$ cat src/rtl/instruction_fetch_buffer.sv
// Fetch stage: owns the fetch PC, drives the instruction memory address and queues
// {pc, word} pairs in a small prefetch FIFO presented to decode over valid/ready.
// Optional feature macro: FETCH_MISALIGN_FLAG_EN adds the fetch_misaligned output and
// stalls fetching after a redirect to a non-word-aligned address.
module instruction_fetch_buffer #(
  parameter logic [31:0] RESET_PC = 32'h0000_0000,
  parameter int unsigned DEPTH    = 2
) (
  input  logic        clk,
  input  logic        rst_n,
  input  logic        redirect_valid,
  input  logic [31:0] redirect_pc,
  output logic [31:0] imem_addr,
  input  logic [31:0] imem_data,
  output logic        inst_valid,
  input  logic        inst_ready,
  output logic [31:0] inst_pc,
  output logic [31:0] inst_word
`ifdef FETCH_MISALIGN_FLAG_EN
  ,
  output logic        fetch_misaligned
`endif
);

  localparam int unsigned AW = (DEPTH > 1) ? $clog2(DEPTH) : 1;
  localparam int unsigned CW = AW + 1;
  localparam logic [CW-1:0] DepthC = CW'(DEPTH);

  logic [31:0]   fetch_pc_q, fetch_pc_d;
  logic [CW-1:0] count_q, count_d;
  logic [AW-1:0] rd_ptr_q, rd_ptr_d;
  logic [AW-1:0] wr_ptr_q, wr_ptr_d;
  logic [31:0]   pc_mem   [DEPTH];
  logic [31:0]   word_mem [DEPTH];
  logic          pop, push, stall;

`ifdef FETCH_MISALIGN_FLAG_EN
  logic misaligned_q, misaligned_d;

  // Any redirect re-evaluates the flag; otherwise it holds.
  always_comb begin
    misaligned_d = misaligned_q;
    if (redirect_valid) misaligned_d = (redirect_pc[1:0] != 2'b00);
  end

  // Misalignment flag register.
  always_ff @(posedge clk or negedge rst_n) begin
    if (!rst_n) misaligned_q <= 1'b0;
    else        misaligned_q <= misaligned_d;
  end

  assign fetch_misaligned = misaligned_q;
  assign stall            = misaligned_q;
`else
  logic unused_redirect_lsb;
  assign unused_redirect_lsb = ^redirect_pc[1:0];
  assign stall               = 1'b0;
`endif

  assign imem_addr  = fetch_pc_q;
  assign inst_valid = (count_q != '0);
  assign inst_pc    = pc_mem[rd_ptr_q];
  assign inst_word  = word_mem[rd_ptr_q];

  assign pop  = inst_valid & inst_ready;
  assign push = ((count_q < DepthC) | pop) & ~redirect_valid & ~stall;

  // Next-state for PC, occupancy and pointers; a redirect overrides push and pop.
  always_comb begin
    fetch_pc_d = fetch_pc_q;
    count_d    = count_q;
    rd_ptr_d   = rd_ptr_q;
    wr_ptr_d   = wr_ptr_q;
    if (redirect_valid) begin
      fetch_pc_d = {redirect_pc[31:2], 2'b00};
      count_d    = '0;
      rd_ptr_d   = '0;
      wr_ptr_d   = '0;
    end else begin
      if (push) begin
        wr_ptr_d   = wr_ptr_q + AW'(1);
        fetch_pc_d = fetch_pc_q + 32'd4;
      end
      if (pop) rd_ptr_d = rd_ptr_q + AW'(1);
      case ({push, pop})
        2'b10:   count_d = count_q + CW'(1);
        2'b01:   count_d = count_q - CW'(1);
        default: count_d = count_q;
      endcase
    end
  end

  // Control state registers.
  always_ff @(posedge clk or negedge rst_n) begin
    if (!rst_n) begin
      fetch_pc_q <= {RESET_PC[31:2], 2'b00};
      count_q    <= '0;
      rd_ptr_q   <= '0;
      wr_ptr_q   <= '0;
    end else begin
      fetch_pc_q <= fetch_pc_d;
      count_q    <= count_d;
      rd_ptr_q   <= rd_ptr_d;
      wr_ptr_q   <= wr_ptr_d;
    end
  end

  // FIFO storage; cleared on reset so the head reads as zero.
  always_ff @(posedge clk or negedge rst_n) begin
    if (!rst_n) begin
      for (int i = 0; i < DEPTH; i++) begin
        pc_mem[i]   <= '0;
        word_mem[i] <= '0;
      end
    end else if (push) begin
      pc_mem[wr_ptr_q]   <= fetch_pc_q;
      word_mem[wr_ptr_q] <= imem_data;
    end
  end

endmodule

$ cat config.mk
export PLATFORM = sky130hd
export DESIGN_NAME = instruction_fetch_buffer
export DESIGN_NICKNAME = d
export VERILOG_FILES = /design/src/rtl/instruction_fetch_buffer.sv
export SDC_FILE = /design/constraint.sdc
export NUM_CORES = 1
export LEC_CHECK = 0
export BUFFER_PORTS_ARGS = -buffer_cell sky130_fd_sc_hd__buf_2
export CAP_MARGIN = 40
export CORE_MARGIN = 1
export CORE_UTILIZATION = 50
export DETAILED_ROUTE_END_ITERATION = 6
export PLACE_DENSITY = 0.75
export SETUP_SLACK_MARGIN = 0.2
export SYNTH_ARGS = -nofsm -noshare
export SYNTH_HDL_FRONTEND = slang
export SYNTH_SLANG_ARGS = --single-unit
$ cat constraint.sdc
create_clock -name clk -period 2.4 [get_ports clk]
set_input_delay 0.48 -clock clk [delete_from_list [all_inputs] [get_ports clk]]
set_output_delay 0.48 -clock clk [all_outputs]
set_load 0.03 [all_outputs]
# After elaboration in Yosys (flattened, before gate mapping)
# Cells that the tools add are included.
[totals] register_bits=164 input_bits=68 out_inout_bits=97 wordCells=48
[classes] n_addsub=5 n_lt_le_gt_ge=4 n_eq_ne=2 mux=18 bitwise=6 reduce_logical=5
[op_table] op="two-way mux 32 bit" n=9
[op_table] op="bitwise mux 64 bit" n=2
[op_table] op="adder 32 x 3 -> 32 bit, second input constant" n=1
[op_table] op="demux 32 bit (select 1 bit)" n=1
[op_table] op="nonzero test 2 bit" n=3
[op_table] op=">= comparator 2 bit, second input constant" n=2
[op_table] op="two-way mux 1 bit" n=4
[op_table] op="NOT 1 -> 2 bit" n=2
[op_table] op="case mux 2 bit (2 select lines)" n=1
[op_table] op="nonzero test 3 bit" n=1
[op_table] op="adder 1 bit, second input constant" n=2
[op_table] op="adder 2 x 1 -> 2 bit, second input constant" n=1
[op_table] op="bitwise AND 1 bit" n=2
[op_table] op="== test 2 x 1 -> 1 bit, second input constant" n=1
[op_table] op="== test 2 bit, second input constant" n=1
[op_table] op="< comparator 2 x 1 -> 1 bit, second input constant" n=1
[op_table] op="< comparator 2 bit, second input constant" n=1
[op_table] op="two-way mux 2 bit" n=1
[op_table] op="subtractor 2 x 1 -> 2 bit, second input constant" n=1
[op_table] op="logical AND 1 bit" n=1
[op_table] op="NOT 1 bit" n=1
[op_table] op="OR 1 bit" n=1

# Longest topological paths before layout
[depth] word_depth=7 ltp_mapped=7 depth_no_buf=5

# Worst setup path after synthesis
# OpenSTA, ideal clock, no wires.
[synth_timing] kind="flip-flop to flip-flop" from="reg fetch_pc_q[2] (netlist: imem_addr[2])" to="reg fetch_pc_q[20] (netlist: imem_addr[20])" setup_ns=0.124 t_arrival_ns=1.934 required_ns=2.276 setup_slack_ns=0.342 path_stages_with_launch=8 n_path_buf=2 synth_period_minus_slack_ns=2.058 cell_sequence="dfrtp_1 -> ha_1 -> and2_1 -> clkbuf_1 -> nand4_1 -> clkbuf_1 -> o31a_1 -> o31a_1"
[synth_between] elab_chain_len=3
[synth_lines] element="start, declared" line_no="29" source="logic [31:0] fetch_pc_q, fetch_pc_d;"
[synth_lines] element="start signal, assigned" line_no="96" source="fetch_pc_q <= {RESET_PC[31:2], 2'b00};"
[synth_lines] element="start signal, assigned" line_no="101" source="fetch_pc_q <= fetch_pc_d;"
[synth_lines] element="adder 32 x 3 -> 32 bit" line_no="82" source="fetch_pc_d = fetch_pc_q + 32'd4;"
[synth_lines] element="two-way mux 32 bit" line_no="80" source="if (push) begin"
[synth_lines] element="two-way mux 32 bit" line_no="74" source="if (redirect_valid) begin"
# Every way passes these cells. The select of a mux whose other input is x is not followed.
# A chain may end at the register's enable or synchronous reset.

# Final worst setup path
[layout_timing] from="reg rd_ptr_q" to="out inst_pc[9]"
[layout_between] elab_chain_len=4
[layout_lines] element="start, declared" line_no="31" source="logic [AW-1:0] rd_ptr_q, rd_ptr_d;"
[layout_lines] element="start signal, assigned" line_no="103" source="rd_ptr_q <= rd_ptr_d;"
[layout_lines] element="NOT 1 -> 2 bit (implied by the code)" line_no="62" source="assign inst_pc = pc_mem[rd_ptr_q];"
[layout_lines] element="two-way mux 32 bit (implied by the code) (3 in series)" line_no="62"
[layout_lines] element="end, declared" line_no="17" source="output logic [31:0] inst_pc,"
# Every way passes these cells. The select of a mux whose other input is x is not followed.

==> results.yml <==
finish:
  instances_no_fill: 911
  diodes: 0
  area_growth_pct: 23.5
  drive_above_1_share: 0.547
  nNetsFinal: 789
  nFillCells: 1071
  fin_util: 0.641
worst_hold_path:
  hold_path_class: "in -> reg"
  min_to: "imem_addr[4]"
  hold_start: "redirect_pc[4]"
  min_path_cells: 3
placed_design:
  gp_congestion: 0.778
  place_inst: 878
  dp.final_hpwl_mm: 11.1
  port_buffers: 158
power_and_ir_drop:
  pwr-share-seq: 0.406
  comb_power_share: 0.276
  switchingPower_uw: 2750
  powerDensity_nw_per_um2: 990
  leakage_uw: 0.00397
  clkPwrFrac: 0.319
  swShare: 0.308
  ir_drop_uv: 540
  p_int_uw: 6170
  p_total_uw: 8920
clock_network:
  clock_tree.root_cell: "clkbuf_16"
  insertion_delay_ns: 0.42
  clk_pin_slew_ns: 0.06
  clock_sinks: 158
  htree_levels: 4
  clockBufferDepth: 2
  tritoncts: "yes"
  cts_buffers: 17
timing:
  post-route-period-util: 0.889
  maxSlewViolCount: 0
  final-hold-violation-count: 0
  fin_worst_skew_ns: 0.0112
  rsz0062_at_grt: "no"
  setup_tns_ns: 0
  period_needed_ns: 2.13
  max_freq_ghz: 0.469
  finalSetupViolations: 0
worst_setup_path:
  required_ns: 1.92
  cp_max_fo: 28
  start_kind: "flip-flop"
  cp_slowest_stage_delay_ns: 0.40
  cp-startpoint: "rd_ptr_q"
  r2r-end: "imem_addr[26]"
  ff2ff_setup_slack_ns: 0.34
  crit_chain: "buf_8, mux2_2, buf_2"
  path_class: "reg -> out"
  slowest_stage: "dfrtp_2"
  r2r_start: "imem_addr[2]"
  end_kind: "output pin"
  cp.arrival_ns: 1.65
  rr_worst_depth: 5
drt:
  via_count: 5138
  dr.first_iter.drc_count: 234
  routed_wl_mm: 16.1
  drc: 0
  post_drt_wl_per_cell_um: 17.6
  drtPass1Iterations: 4
  viasPerCell: 5.64
  final_antenna_net_count: 0
synth:
  yosysMostFrequentCell: "mux2_2"
  ys_seq_elements: 158
  yosysUniqueCellTypes: 41
  synthCells: 560
  yosysSeqAreaShare: 0.542
  synth.top_cell.area_share: 0.542
  async_flop_share: 1.00
  syn_area_sq_um: 7290
  avgSynthCellArea_sq_um: 13.0
  netlist_top_cells_count: "mux2_2, dfrtp_1, nand2_1"
  synthTopCellsByArea: "dfrtp_1, mux2_2, or4_1, nand2_1, o31ai_1"
  synth-main-ff-cell: "dfrtp_1"
  synth_warnings: 0
  synth-edff-count: 0
  yosysTopAreaCell: "dfrtp_1"
global_route:
  grt_remaining_overflow: 0
  track_usage: 0.226
  grt_pass1_wl_mm: 25.9
  grt_pass1_vias: 5279
  antenna_found_initial: 0
  grt_max_degree: 61
job:
  drv_cap: 0
die:
  rows: 43
  dieArea_sq_um: 15100
  start_util: 0.519
  die_w_um: 123
  die_h_um: 123
  core_area_sq_um: 14000
  io_pins: 165
outcome:
  status: "completed"
==> through the flow <==
stage	area, sq um	setup WS, ns	hold slack (ns)
after floorplan	7310	0.342	0.184
after global placement	8340	0.212	0.445
after detailed placement	8340	0.183	0.448
after CTS	8990	0.206	0.253
after global routing	9010	0.213	0.270
final	9010	0.266	0.270
==> kinds of logic (layout without fill, tap and decap cells) <==
family	Yosys count	after routing	share of synthesized area
multiplexers	183	183	0.282
flip-flops	158	158	0.542
AND/OR/NAND/NOR	110	110	0.0852
AO/OA/AOI/OAI	54	54	0.0475
buffers and inverters	43	211	0.0286
XOR/XNOR	10	10	0.0120
adder cells (fa/ha/maj)	1	1	0.00171
other	1	4	0.000514
==> cells in the final DEF, fill, tap and decap left out, types with 3 or more instances in the layout <==
master,n
o211ai_1,4
buf_4,8
or4_1,19
mux2_2,182
inv_1,6
dfrtp_1,157
nor2_1,19
xnor2_1,3
o21ai_0,15
nand2_1,29
nand3_1,12
conb_1,4
nand4_1,7
clkbuf_16,17
clkbuf_8,8
xor2_1,7
buf_12,6
o31ai_1,14
o31a_1,3
buf_2,157
bufinv_16,3
a31oi_1,16
==> critical path, delay by kind of cell, from the launching register on <==
kind,cells,cell delay (ns)
buffers and inverters,2,0.44
flip-flops,1,0.40
multiplexers,1,0.40
==> timing repair <==
action / 4_1_cts / 5_1_grt
cloned: 0 / 0
hold buffers: 1 / 0
endpoints found under the setup margin: 27 / 18
hold endpoints to repair: 6 / 0
gates resized for setup: 1 / 1
setup buffers: 0 / 2
==> layer usage <==
metal | part of all wire | GRT usage | up-vias
met4 | 0.021 | 0.103 | 0
met2 | 0.51 | 0.377 | 147
met1 | 0.42 | 0.277 | 2608
li1 | - | - | 2357
met5 | 0 | 0 | -
met3 | 0.050 | 0.0530 | 26
==> flip-flops by register name, indices dropped and copies added, names as in the netlist <==
name,flops
pc_mem,60
word_mem,64
rd_ptr_q,1
imem_addr,30
count_q,2
wr_ptr_q,1
==> power by group through the flow <==
stage                     clock network, uW  logic, uW  registers, uW
after detailed placement                  0       2480           3660
after floorplan                           0       1770           3630
final                                  2840       2460           3620
after CTS                              2900       2490           3610
after global placement                    0       2420           3590
after global routing                   3010       2630           3700
==> area by class of cell <==
| cell class | count | area [sq um] | share of cell area |
|---|---|---|---|
| clock inverter | 5 | 100 | 0.0111 |
| clock buffer | 25 | 536 | 0.0595 |
| timing repair buffer | 174 | 1000 | 0.111 |
| tap | 180 | 225 | 0.0250 |
| multi-input combinational | 362 | 3160 | 0.351 |
| inverter | 7 | 26.3 | 0.00292 |
| sequential | 158 | 3960 | 0.439 |
==> worst max path at each step <==
stage | cells after the start | endpoint | slack (ns)
3_5_place_dp | 5 | imem_addr[21] | 0.18
4_1_cts | 3 | inst_pc[9] | 0.21
3_3_place_gp | 5 | imem_addr[21] | 0.21
2_1_floorplan | 7 | imem_addr[20] | 0.34
6_report | 3 | inst_pc[9] | 0.27
5_1_grt | 3 | inst_pc[15] | 0.21
(Power assumes the default switching activity.)
